## src/rtl/jtriders_busarb.sv

```systemverilog
// 68000-style BR/BG/BGACK arbiter for two DMA masters, with a memory-port mux
// that hands the shared SDRAM/RAM port to whichever master owns the bus.
module jtriders_busarb (
   input  logic        rst,
   input  logic        clk,
   input  logic        cen,
   input  logic        cpu_asn,
   input  logic        cpu_cs,
   input  logic        cpu_we,
   input  logic [23:1] cpu_addr,
   input  logic [1:0]  cpu_dsn,
   input  logic [15:0] cpu_dout,
   input  logic [1:0]  br_n,
   input  logic [1:0]  bgack_n,
   output logic [1:0]  bg_n,
   output logic        cpu_halt,
   input  logic [23:1] m0_addr,
   input  logic        m0_we,
   input  logic [1:0]  m0_dsn,
   input  logic [15:0] m0_dout,
   input  logic [23:1] m1_addr,
   input  logic        m1_we,
   input  logic [1:0]  m1_dsn,
   input  logic [15:0] m1_dout,
   output logic        mem_cs,
   output logic [23:1] mem_addr,
   output logic        mem_we,
   output logic [1:0]  mem_dsn,
   output logic [15:0] mem_din,
   input  logic        mem_ok,
   output logic        bus_busy,
   output logic [1:0]  dbg_state,
   output logic        dbg_owner,
   output logic        dbg_last
);

   typedef enum logic [1:0] {
      ST_IDLE    = 2'd0,
      ST_GRANT   = 2'd1,
      ST_OWNED   = 2'd2,
      ST_RELEASE = 2'd3
   } state_t;

   state_t     state_q;
   logic       owner_q;
   logic       last_q;
   logic [1:0] bg_n_q;
   logic       halt_q;

   logic       winner;
   logic       any_req;
   logic       own_bgack_n;
   logic       own_br_n;

   // Lone requester wins outright; contention alternates away from last_q.
   always_comb begin
      if (br_n == 2'b00) winner = ~last_q;
      else               winner = br_n[0];
   end

   assign any_req     = (br_n != 2'b11);
   assign own_bgack_n = bgack_n[owner_q];
   assign own_br_n    = br_n[owner_q];

   always_ff @(posedge clk or posedge rst) begin
      if (rst) begin
         state_q <= ST_IDLE;
         owner_q <= 1'b0;
         last_q  <= 1'b1;
         bg_n_q  <= 2'b11;
         halt_q  <= 1'b0;
      end else if (cen) begin
         case (state_q)
            ST_IDLE: begin
               // Only grant between CPU cycles so a bus cycle is never cut short.
               if (any_req && cpu_asn) begin
                  owner_q         <= winner;
                  bg_n_q          <= 2'b11;
                  bg_n_q[winner]  <= 1'b0;
                  halt_q          <= 1'b1;
                  state_q         <= ST_GRANT;
               end
            end
            ST_GRANT: begin
               if (!own_bgack_n) begin
                  bg_n_q  <= 2'b11;
                  state_q <= ST_OWNED;
               end else if (own_br_n) begin
                  bg_n_q  <= 2'b11;
                  halt_q  <= 1'b0;
                  state_q <= ST_IDLE;
               end
            end
            ST_OWNED: begin
               if (own_bgack_n) begin
                  last_q  <= owner_q;
                  state_q <= ST_RELEASE;
               end
            end
            ST_RELEASE: begin
               halt_q  <= 1'b0;
               state_q <= ST_IDLE;
            end
            default: state_q <= ST_IDLE;
         endcase
      end
   end

   assign bg_n     = bg_n_q;
   assign cpu_halt = halt_q;

   always_comb begin
      mem_cs   = cpu_cs;
      mem_addr = cpu_addr;
      mem_we   = cpu_we;
      mem_dsn  = cpu_dsn;
      mem_din  = cpu_dout;
      if (state_q == ST_OWNED) begin
         if (owner_q) begin
            mem_cs   = (m1_dsn != 2'b11) | m1_we;
            mem_addr = m1_addr;
            mem_we   = m1_we;
            mem_dsn  = m1_dsn;
            mem_din  = m1_dout;
         end else begin
            mem_cs   = (m0_dsn != 2'b11) | m0_we;
            mem_addr = m0_addr;
            mem_we   = m0_we;
            mem_dsn  = m0_dsn;
            mem_din  = m0_dout;
         end
      end
   end

   assign bus_busy  = mem_cs & ~mem_ok;
   assign dbg_state = state_q;
   assign dbg_owner = owner_q;
   assign dbg_last  = last_q;

endmodule

```

## config.mk

```make
export PLATFORM = sky130hd
export DESIGN_NAME = jtriders_busarb
export DESIGN_NICKNAME = d
export VERILOG_FILES = /design/src/rtl/jtriders_busarb.sv
export SDC_FILE = /design/constraint.sdc
export NUM_CORES = 1
export LEC_CHECK = 0
export BUFFER_PORTS_ARGS = -buffer_cell sky130_fd_sc_hd__buf_2
export CORE_AREA = 2 2 73 75
export DETAILED_ROUTE_END_ITERATION = 10
export DIE_AREA = 0 0 75 77
export MAX_ROUTING_LAYER = met4
export PLACE_DENSITY_LB_ADDON = 0.05
export SYNTH_ARGS = -nofsm -noshare
export SYNTH_HDL_FRONTEND = slang
export SYNTH_SLANG_ARGS = --single-unit
```

## constraint.sdc

```tcl
create_clock -name clk -period 1.6 [get_ports clk]
set_clock_uncertainty 0.15 [all_clocks]
set_input_delay 0.32 -clock clk [delete_from_list [all_inputs] [get_ports clk]]
set_output_delay 0.32 -clock clk [all_outputs]
set_load 0.1 [all_outputs]
```

==> results.md <==
- FILL cells: 292
- Bufs on Longest Clock Path: 2
- Mean area per synthesized cell: 7.106 um2
- Post-synth net total: 326
- Final worst path period need: 2.037 ns
- Insertion delay of the later-clocked pin in the worst-skew pair: 0.23 ns
- Synthesis-stage register bit count: 7
- Layout Area Growth over Synthesis: 209.2%
- Library cell with the largest summed area after synthesis: mux2i_1
- Final worst path period share: 127.3%
- Total clock buffers created by CTS: 3
- Port Buf Inserts: 186
- Endpoint kind of the worst setup timing path: output port
- Final Worst Setup Slack: -0.4370 ns
- CTS Root Cell: clkbuf_8
- Routed via count divided by cell count: 4.808
- Post-place setup slack: -0.3436 ns
- Synth unique cells: 37
- Final Hold Viols: 0
- CP Launch Type: flip-flop
- Summed negative setup slack over all endpoints: -18.38 ns
- Fraction of final layout cells sized beyond drive strength 1: 82.16%
- Total Wirelength: 7.542 mm
- Worst path top cell family by delay: flip-flops
- Number of global-route vias before repair: 2160
- Residual antenna-violating net count after detailed routing: 0
- Worst setup path category: reg2out
- Clock-pin slew of the registers on the worst-case setup and hold paths: 0.04 ns
- Number of pins exceeding their max-slew limit in the final report: 0
- First-pass GRT wire length: 9.984 mm
- Headroom to the max-slew limit: 67.86%
- Routed vias: 2255
- Routed length per instance: 16.08 um
- Arrival time of data at the critical path endpoint: 1.57 ns
- Layout Nets: 535
- First-pass iteration count of the detailed router: 4
- Class of the worst hold path: in2reg
- Die Height: 77 um
- GRT Total Usage: 22.73%
- Ranking of synthesized cells by area: mux2i_1, o21ai_0, nand2_1
- Die area: 5775 um2
- Remaining design rule violation count: 0
- Setup repair after global routing missed its margin: yes
- Synth warn: 0
- Placer's final routability congestion estimate: 0.7888
- Initial core utilization: 27.12%
- DP Cell Count: 456
- X dimension of the die: 75 um
- Cell type of the slowest stage on the worst timing path: dfrtp_4
- Antenna violations before repair: 1
- Clock tree from TritonCTS: done
- Portion of synthesized cell area occupied by the leading cell type: 30.40%
- Failing checks: setup timing
- Share of the core filled with cells: 83.86%
- Max-cap violations: 0
- Largest fanout of any net on the critical path: 5
- Slew at the pin closest to its max-slew limit: 0.4855 ns
- Fin cells: 469
- Maximum number of pins on one net before global-route repair: 36
- Critical Path, Cell by Cell: nand2b_4, o31ai_4, nor2b_4, buf_12
- Starting DRT DRC Count: 103
- Mapped Area: 1350 um2
- Global-route congestion overflow total: 0
- Cell row count: 26
- Number of buffers and inverters on the critical path: 1
- Maximum clock frequency: 490.9 MHz
- H-tree level count: 1
- Data required time at the worst endpoint: 1.13 ns
- Clock Sinks: 7
- Share of synthesized area occupied by flip-flops and latches: 13.25%
- Area of the core region: 4977 um2
- Worst stage delay on the critical path: 0.49 ns
- Top Ports: 187
- Estimated wirelength of the detail-placed design: 5.482 mm
- Post-Syn Instances: 190
- Number of setup violations in the final report: 51
- Result of the run: finished, violations left
synthesized netlist by cell type, drive strengths merged:
master,count
a31oi,1
a21o,1
or2b,1
mux2,2
nand3,1
o31ai,2
or3,1
dfstp,3
nor2b,2
nor4bb,1
and4b,1
nor2,3
a21bo,1
a21oi,6
inv,3
clkbuf,3
dfrtp,4
nand2,46
a2bb2oi,1
mux2i,41
nor4b,1
o21ba,1
o21ai,43
a21boi,1
o211ai,2
nand2b,3
and2,1
buf,12
nor3,1
a211oi,1
cell families after synthesis:
kind of cell / synth area share [%]
multiplexers: 32.34
flip-flops: 13.25
AND/OR/NAND/NOR: 21.41
AO/OA/AOI/OAI: 26.23
buffers and inverters: 6.766
final timing paths:
path | start | endpoint | cells after the start | slack, ns
worst min register to register | cpu_halt | cpu_halt | 2 | 0.35
worst min-delay path | bgack_n[1] | dbg_last | 3 | 0.24
worst max register to register | dbg_owner | bg_n[1] | 5 | -0.34
max in group asynchronous | rst | dbg_last | 3 | 0.60
min in group asynchronous | rst | dbg_state[0] | 3 | 0.42
worst max-delay path | dbg_state[0] | bus_busy | 4 | -0.44
worst reg2reg max path, cell delays in order (launching register included):
cell and delay (ns):
dfrtp_4 0.52, clkbuf_16 0.22, buf_8 0.15, mux2_4 0.32, a21oi_2 0.18, mux2_4 0.31
metrics by stage:
| stage | hold WS [ns] | instance area (um2) |
|---|---|---|
| 6_report | 0.2371 | 4174 |
| 5_1_grt | 0.2809 | 4174 |
| 4_1_cts | 0.2305 | 3936 |
| 3_5_place_dp | 0.1235 | 3755 |
| 3_3_place_gp | 0.1183 | 3755 |
| 2_1_floorplan | -0.02872 | 1882 |
final cells by class:
cell class,count,area (um2),area share [%]
antenna,1,2.502,0.05995
clock buffer,4,45.04,1.079
inverter,3,11.26,0.2698
multi-input combinational,167,1768,42.36
sequential,7,190.2,4.556
tap,70,87.58,2.098
timing repair buffer,217,2069,49.58
cell usage in the layout (no fill, tap or decap), drive strengths merged:
cell,instances
inv,3
a21oi,6
nand2,46
mux2,2
a21boi,1
a21o,1
nor2,3
a211oi,1
o21ai,43
nand3,1
or2b,1
mux2i,41
a2bb2oi,1
or3,1
buf,213
a21bo,1
nor4b,1
o211ai,2
and2,1
nor4bb,1
and4b,1
nor2b,2
a31oi,1
o31ai,2
dfstp,3
nor3,1
clkbuf,7
nand2b,5
dlygate4sd3,1
dfrtp,4
o21ba,1
diode,1
what timing repair did:
| action | CTS | global route |
|---|---|---|
| hold buffers | 1 | 0 |
| pin swaps | 3 | 2 |
| setup buffers | 0 | 1 |
| endpoints found under the setup margin | 51 | 52 |
| resized for setup | 30 | 37 |
| hold endpoints to repair | 4 | 0 |
| cloned | 1 | 5 |
metal layers:
layer,track usage (%),up-vias,share of wire [%]
li1,-,1102,-
met1,24.82,1021,37
met2,41.67,117,54
met3,3.417,15,6.5
met4,5.714,0,2.2
met5,-,-,0
Power is left out: the tool's default activity adds up to more than one toggle a clock period on the data nets, which glitch-free logic cannot reach.
